$ cat src/rtl/fib_ctrl.sv
// fib_ctrl: control FSM that sequences an external fibonacci datapath (load n, init, run, hand off result).
// Defining FIB_CTRL_TIMEOUT_EN adds a RUN cycle counter and an ABORT state for runs that never see stop.
module fib_ctrl #(
  parameter int BUS_WIDTH      = 8,
  parameter int TIMEOUT_CYCLES = 255
) (
  input  logic                 clock,
  input  logic                 reset,
  input  logic                 start,
  input  logic [BUS_WIDTH-1:0] n,
  input  logic                 stop,
  input  logic [BUS_WIDTH-1:0] fib_value,
  input  logic                 res_ready,
  output logic                 busy,
  output logic                 select,
  output logic                 en_reg1,
  output logic                 en_reg2,
  output logic                 en_count,
  output logic                 en_n,
  output logic [BUS_WIDTH-1:0] n_out,
  output logic                 res_valid,
  output logic [BUS_WIDTH-1:0] result,
  output logic                 err
);

  typedef enum logic [2:0] {
    IDLE  = 3'd0,
    LOAD  = 3'd1,
    INIT  = 3'd2,
    RUN   = 3'd3,
    DONE  = 3'd4,
    ABORT = 3'd5
  } state_t;

  state_t               state_r;
  state_t               next_state_s;
  logic                 err_next_s;
  logic [BUS_WIDTH-1:0] n_r;
  logic [BUS_WIDTH-1:0] result_r;
  logic                 err_r;

`ifdef FIB_CTRL_TIMEOUT_EN
  localparam int            CW          = BUS_WIDTH + 1;
  localparam logic [CW-1:0] TIMEOUT_LIM = CW'(TIMEOUT_CYCLES - 1);
  localparam logic [CW-1:0] COUNT_MAX   = {CW{1'b1}};
  localparam logic [CW-1:0] COUNT_ONE   = CW'(1);

  logic [CW-1:0] count_r;

  // RUN cycle counter: zeroed during INIT so the first RUN cycle reads 0, saturating.
  always_ff @(posedge clock) begin
    if (reset) begin
      count_r <= {CW{1'b0}};
    end else if (state_r == INIT) begin
      count_r <= {CW{1'b0}};
    end else if ((state_r == RUN) && (count_r != COUNT_MAX)) begin
      count_r <= count_r + COUNT_ONE;
    end
  end
`else
  if (TIMEOUT_CYCLES < 0) begin : g_timeout_unused
  end
`endif

  // Next-state logic; err_next_s flags a rejected start or entry into ABORT.
  always_comb begin
    next_state_s = state_r;
    err_next_s   = 1'b0;
    case (state_r)
      IDLE: begin
        if (start) begin
          if (n != {BUS_WIDTH{1'b0}}) begin
            next_state_s = LOAD;
          end else begin
            err_next_s = 1'b1;
          end
        end else begin
          next_state_s = IDLE;
        end
      end
      LOAD: next_state_s = INIT;
      INIT: next_state_s = RUN;
      RUN: begin
        if (stop) begin
          next_state_s = DONE;
`ifdef FIB_CTRL_TIMEOUT_EN
        end else if (count_r >= TIMEOUT_LIM) begin
          next_state_s = ABORT;
          err_next_s   = 1'b1;
`endif
        end else begin
          next_state_s = RUN;
        end
      end
      DONE: begin
        if (res_ready) begin
          next_state_s = IDLE;
        end else begin
          next_state_s = DONE;
        end
      end
      ABORT:   next_state_s = IDLE;
      default: next_state_s = IDLE;
    endcase
  end

  // Datapath control decode from the state register; in RUN the stop cycle freezes the datapath.
  always_comb begin
    select   = 1'b0;
    en_reg1  = 1'b0;
    en_reg2  = 1'b0;
    en_count = 1'b0;
    en_n     = 1'b0;
    case (state_r)
      LOAD: en_n = 1'b1;
      INIT: begin
        select   = 1'b1;
        en_reg1  = 1'b1;
        en_reg2  = 1'b1;
        en_count = 1'b1;
      end
      RUN: begin
        if (!stop) begin
          en_reg1  = 1'b1;
          en_reg2  = 1'b1;
          en_count = 1'b1;
        end else begin
          en_reg1  = 1'b0;
          en_reg2  = 1'b0;
          en_count = 1'b0;
        end
      end
      default: select = 1'b0;
    endcase
  end

  // State, latched n, captured result and the err pulse.
  always_ff @(posedge clock) begin
    if (reset) begin
      state_r  <= IDLE;
      n_r      <= {BUS_WIDTH{1'b0}};
      result_r <= {BUS_WIDTH{1'b0}};
      err_r    <= 1'b0;
    end else begin
      state_r <= next_state_s;
      err_r   <= err_next_s;
      if ((state_r == IDLE) && (next_state_s == LOAD)) begin
        n_r <= n;
      end
      if ((state_r == RUN) && (next_state_s == DONE)) begin
        result_r <= fib_value;
      end
    end
  end

  assign busy      = (state_r != IDLE);
  assign res_valid = (state_r == DONE);
  assign n_out     = n_r;
  assign result    = result_r;
  assign err       = err_r;

endmodule
$ cat config.mk
export PLATFORM = sky130hd
export DESIGN_NAME = fib_ctrl
export DESIGN_NICKNAME = d
export VERILOG_FILES = /design/src/rtl/fib_ctrl.sv
export SDC_FILE = /design/constraint.sdc
export NUM_CORES = 1
export LEC_CHECK = 0
export CORE_UTILIZATION = 36
export DETAILED_ROUTE_END_ITERATION = 8
export GPL_TIMING_DRIVEN = 0
export MAX_ROUTING_LAYER = met4
export PLACE_DENSITY_LB_ADDON = 0.3
export SETUP_SLACK_MARGIN = 0.05
export SLEW_MARGIN = 30
export SYNTH_ARGS = -nofsm -noshare
export SYNTH_HDL_FRONTEND = slang
export SYNTH_SLANG_ARGS = --single-unit
$ cat constraint.sdc
create_clock -name clock -period 3.9 [get_ports clock]
set_input_delay 0.78 -clock clock [delete_from_list [all_inputs] [get_ports clock]]
set_output_delay 0.78 -clock clock [all_outputs]
set_load 0.1 [all_outputs]
==> results of run 1 <==
[cells in the mapped netlist, drive strengths merged]
cell type / n / area [um^2]
a2111oi: 1 / 15.0
a21oi: 18 / 90.1
and2: 1 / 6.26
and3: 2 / 12.5
and4b: 1 / 10.0
buf: 6 / 47.5
clkbuf: 3 / 11.3
dfxtp: 20 / 400
inv: 1 / 6.26
mux2i: 8 / 80.1
nand2: 17 / 63.8
nand2b: 1 / 6.26
nand3: 8 / 40.0
nand3b: 1 / 7.51
nand4b: 1 / 8.76
nor2: 2 / 7.51
nor3: 1 / 5.00
nor3b: 1 / 7.51
nor4: 3 / 48.8
nor4b: 1 / 23.8
o21a: 1 / 7.51
or3: 1 / 6.26
[state kept, by name, indices dropped and copies added, names as in the netlist]
register / cells
n_out: 8
result: 8
state_r: 3
err: 1
[kinds of logic (layout without fill, tap and decap cells)]
kind of cell,Yosys count,in the layout,synth area share [%]
compound gates,20,20,12.3
buf+inv,10,57,7.13
flops,20,20,43.9
mux,8,8,8.78
simple gates,41,41,27.8
[per-stage QoR]
step / area (um^2) / hold WS [ns] / util, % / total power [W] / instances
finish: 1430 / 0.465 / 62.3 / 0.000635 / 174
global route: 1430 / 0.487 / 62.3 / 0.000657 / 174
CTS: 1430 / 0.470 / 62.3 / 0.000640 / 174
detailed placement: 1380 / 0.451 / 60.0 / 0.000472 / 170
global placement: 1380 / 0.441 / 60.0 / 0.000468 / 170
floorplan: 912 / 0.567 / - / 0.000407 / 99
[routing by layer]
| metal | part of all wire, % | vias to the layer above |
|---|---|---|
| li1 | - | 440 |
| met1 | 44 | 397 |
| met2 | 50 | 25 |
| met3 | 5.5 | 2 |
| met4 | 0.62 | 0 |
| met5 | 0 | - |
[report_power, final]
| group | total, W | internal [W] | switching [W] | leakage, nW |
|---|---|---|---|---|
| registers | 0.000222 | 0.000215 | 0.00000621 | 0.163 |
| logic | 0.000244 | 0.0000746 | 0.000169 | 0.319 |
| clock network | 0.000169 | 0.000104 | 0.0000654 | 0.0279 |
[final timing paths]
| path | from | to | slack (ns) | cells past startpoint |
|---|---|---|---|---|
| worst max-delay path | stop | en_reg1 | 0.33 | 4 |
| worst min-delay path | result[5]$_SDFFE_PP0P_ | result[5]$_SDFFE_PP0P_ | 0.46 | 2 |
| worst max register to register | state_r[1]$_SDFF_PP0_ | state_r[0]$_SDFF_PP0_ | 2.49 | 5 |
| worst min register to register | result[5]$_SDFFE_PP0P_ | result[5]$_SDFFE_PP0P_ | 0.46 | 2 |
[final cells by class]
cell class	instances	area, um^2	area share (%)
repair buffers	43	430	30.1
well taps	28	35.0	2.45
multi-input cells	69	447	31.2
clock buffers	3	22.5	1.57
clock inverters	1	30.0	2.10
inverters	1	6.26	0.437
flip-flops and latches	20	400	28.0
plain buffers	9	58.8	4.11
[critical path: stages]
cell             delay, ns
clkdlybuf4s50_1       0.48
a21oi_1               0.26
buf_4                 0.15
clkdlybuf4s50_1       1.12
==> flow_summary.toml, run 1 <==
[finish]
area_growth_pct = 56.8
drive_above_1_share_pct = 10.3
nNetsFinal = 168
fillers = 229
antenna_cells = 0
final_common_cell = "clkdlybuf4s50_1"
final_cell_mix = "43 x clkdlybuf4s50_1, 20 x dfxtp_1, 18 x a21oi_1"

[placement]
place_ws_ns = 0.339
dpl.hpwl_mm = 1.61
port_buffers = 43
gp_congestion = 0.703

[sta]
max_freq_mhz = 280
fin_tns_setup_ns = 0
worst_slew_pin_slew_ns = 0.986
finalCritPeriodShare_pct = 91.4
rsz0062_at_grt = "false"
slew_violations = 0
period_needed_ns = 3.57
fin_ws_ns = 0.334
finClkSkew_ns = 0.00141
hold_viol_final = 0
setup_viol = 0
slew_headroom_pct = 34.1

[clock_network]
cts_buffers = 3
cts_buffer_depth = 2
htreeDepth = 1
post_cts_buffers = 0
clkTransAtPathRegs_ns = 0.12
cts.sinks = 20
clock_latency_ns = 0.30
tritoncts = "built"
ctsResizeCount = 0
root_buffer = "clkbuf_4"
hold_buffers = 0

[pwr]
peakVddDrop_mv = 0.231
power_density_mw_per_mm2 = 444
p_leak_nw = 0.509

[synthesis]
syn_area_um2 = 912
ys_types = 25
ys_seq_elements = 20
syn_inst = 99
synth_nets = 120
syn_avg_cell_area_um2 = 9.21
yosysSeqAreaShare_pct = 43.9
yosys_warnings = 0

[routing]
antenna_left = 0
drt-vias-per-instance = 4.97
routed_wirelength_mm = 2.09
vias = 864
wire_per_inst_um = 12.0
drt_first_iter_violations = 13
dr.pass1.iters = 3
drc = 0

[critical_path]
arrival_ns = 2.79
cp.required_ns = 3.12
path_max_fanout = 5
cp-end-kind = "output pin"
crit_path_start_kind = "primary input"
crit_type = "in -> out"

[global_routing]
use_met2_pct = 29.5
grt_pass1_wl_mm = 3.44
top_usage_layer = "met2"
grt_antenna_before_repair = 0
grt_use_met1_pct = 19.0
grt_overflow = 0
use_met3_pct = 2.90
grt.total_usage_pct = 16.9
grt_max_degree = 13
grt_pass1_vias = 838

[outcome]
outcome = "finished, final reports clean"

[worst_hold_path]
min_path_type = "reg -> reg"

[die]
rows = 17
initial_core_util_pct = 39.7
die_w_um = 52.3
core_area_mm2 = 0.00230
dieArea_mm2 = 0.00274
boundaryPins = 45
die_h_um = 52.3

[flow_run]
drv_cap = 0
Power figures use the tool's default switching activity.
==> run 2, diff against run 1 <==
--- a/config.mk
+++ b/config.mk
@@ -10,6 +10,7 @@
 export GPL_TIMING_DRIVEN = 0
 export MAX_ROUTING_LAYER = met4
 export PLACE_DENSITY_LB_ADDON = 0.3
+export RECOVER_POWER = 50
 export SETUP_SLACK_MARGIN = 0.05
 export SLEW_MARGIN = 30
 export SYNTH_ARGS = -nofsm -noshare
==> run 2 against run 1 <==
  * Fmax down 3.1%
  * Sequential power hardly changed
  * Combinational power is essentially flat
  * Non-clock buffer count did not move
  * Utilization is 0.93 points lower
  * Hold slack got worse by 0.0030 ns
  * First-iteration DRC count is 15% lower
  * Clock power barely moved
  * Critical path depth stayed put
  * Largest cell class unchanged
  * Highest routed layer unchanged
==> flow_summary.toml, run 2 (synthesis gave the netlist of run 1 again) <==
[critical_path]
cp_num_buf_inv = 3
r2r_setup_slack_ns = 2.45
path_max_fanout = 5
arrival_ns = 2.90
worst-path-stages = 4
r2r_cells = 5
regToRegStartpoint = "state_r[1]$_SDFF_PP0_"
crit_path_start_kind = "primary input"
cp_top_family = "buffers and inverters"
crit_end = "en_reg1"
worst_path_max_delay_cell = "clkdlybuf4s50_1"
r2r-end = "state_r[0]$_SDFF_PP0_"
worst_path_largest_cell_delay_ns = 1.12
cp-end-kind = "output pin"
worstSetupStartpoint = "stop"
cp.required_ns = 3.12
crit_chain = "dlygate4sd3_1 > a21oi_1 > buf_4 > clkdlybuf4s50_1"
crit_type = "in -> out"

[finish]
final_cell_mix = "39 x clkdlybuf4s50_1, 20 x dfxtp_1, 18 x a21oi_1"
fin_cells = 174
fillers = 232
area_growth_pct = 54.5
final_util_pct = 61.3
drive_above_1_share_pct = 8.90
final_common_cell = "clkdlybuf4s50_1"
nNetsFinal = 168
antenna_cells = 0

[pwr]
p_leak_nw = 0.514
netSwitchingFraction_pct = 38.0
p_sw_w = 0.000241
peakVddDrop_mv = 0.230
power_density_mw_per_mm2 = 449
finalPower_w = 0.000633
power.internal_w = 0.000392
combPwrFrac_pct = 38.0
seq_power_share_pct = 35.0
clkPwrFrac_pct = 26.9

[sta]
finClkSkew_ns = 0.00274
fin_ws_ns = 0.220
finalCritPeriodShare_pct = 94.4
fin_tns_setup_ns = 0
rsz0062_at_grt = "false"
slew_violations = 0
max_freq_mhz = 272
worst_slew_pin_slew_ns = 1.33
hold_viol_final = 0
period_needed_ns = 3.68
setup_viol = 0
slew_headroom_pct = 10.4

[outcome]
outcome = "finished, final reports clean"

[global_routing]
grt_overflow = 0
grt_antenna_before_repair = 0
grt.total_usage_pct = 16.9
grt_pass1_vias = 838
grt_max_degree = 13
grt_pass1_wl_mm = 3.44

[die]
dieArea_mm2 = 0.00274
rows = 17
die_w_um = 52.3
core_area_mm2 = 0.00230
initial_core_util_pct = 39.7
boundaryPins = 45
die_h_um = 52.3

[placement]
dpl.hpwl_mm = 1.61
gp_congestion = 0.703
dp_cells = 170
place_ws_ns = 0.339
port_buffers = 43

[clock_network]
cts_buffers = 3
post_cts_buffers = 0
clkTransAtPathRegs_ns = 0.12
cts_buffer_depth = 2
ctsResizeCount = 0
cts.sinks = 20
hold_buffers = 0
htreeDepth = 1
tritoncts = "built"
root_buffer = "clkbuf_4"
clock_latency_ns = 0.30

[routing]
routed_wirelength_mm = 2.11
vias = 860
antenna_left = 0
wire_per_inst_um = 12.1
drt_first_iter_violations = 11
drc = 0
drt-vias-per-instance = 4.94
dr.pass1.iters = 3

[worst_hold_path]
min_path_type = "reg -> reg"

[flow_run]
drv_cap = 0
## run 2: cell count changes in the layout (fill, tap and decap cells not counted)
| cell | before | now |
|---|---|---|
| nor4_1 | 1 | 2 |
| a2111oi_0 | 0 | 1 |
| clkdlybuf4s50_1 | 43 | 39 |
| dlygate4sd3_1 | 0 | 4 |
| a2111oi_2 | 1 | 0 |
| nor4_4 | 2 | 1 |
## run 2: area by class of cell
class,count,area (um^2),area share (%)
well taps,28,35.0,2.49
flip-flops and latches,20,400,28.4
clock buffers,3,22.5,1.60
repair buffers,43,430,30.6
multi-input cells,69,425,30.2
plain buffers,9,58.8,4.17
clock inverters,1,30.0,2.13
inverters,1,6.26,0.444
## run 2: how the worst min path moves through the flow
| stage | from | end | slack (ns) | cells past startpoint |
|---|---|---|---|---|
| after CTS | result[5]$_SDFFE_PP0P_ | result[5]$_SDFFE_PP0P_ | 0.47 | 2 |
| after floorplan | state_r[2]$_SDFF_PP0_ | state_r[1]$_SDFF_PP0_ | 0.57 | 2 |
| after detailed placement | result[2]$_SDFFE_PP0P_ | result[2]$_SDFFE_PP0P_ | 0.45 | 2 |
| final | result[5]$_SDFFE_PP0P_ | result[5]$_SDFFE_PP0P_ | 0.46 | 2 |
| after global placement | result[6]$_SDFFE_PP0P_ | result[6]$_SDFFE_PP0P_ | 0.44 | 2 |
| after global routing | result[5]$_SDFFE_PP0P_ | result[5]$_SDFFE_PP0P_ | 0.48 | 2 |
## run 2: power groups by stage
stage	logic, W	registers (W)	clock network, W
floorplan	0.000122	0.000285	0
global placement	0.000242	0.000226	0
detailed placement	0.000245	0.000226	0
CTS	0.000246	0.000222	0.000173
global route	0.000250	0.000223	0.000181
finish	0.000241	0.000221	0.000170
## run 2: worst reg2reg max path, stage by stage, from the launching register on
cell       delay, ns
dfxtp_1         0.32
buf_2           0.16
nor4b_4         0.27
buf_6           0.20
inv_4           0.04
a2111oi_0       0.35
## run 2: routing by layer
layer  GRT usage [%]  wire length [um]  vias to the layer above
li1                -                 -                      439
met1            19.0               943                      392
met2            29.5              1040                       27
met3            2.90               116                        2
met4            6.58                13                        0
met5               -                 0                        -
## run 2: metrics by stage
step / instance area (um^2) / hold slack [ns]
global placement: 1380 / 0.441
floorplan: 912 / 0.567
global route: 1410 / 0.484
CTS: 1430 / 0.470
detailed placement: 1380 / 0.451
finish: 1410 / 0.462
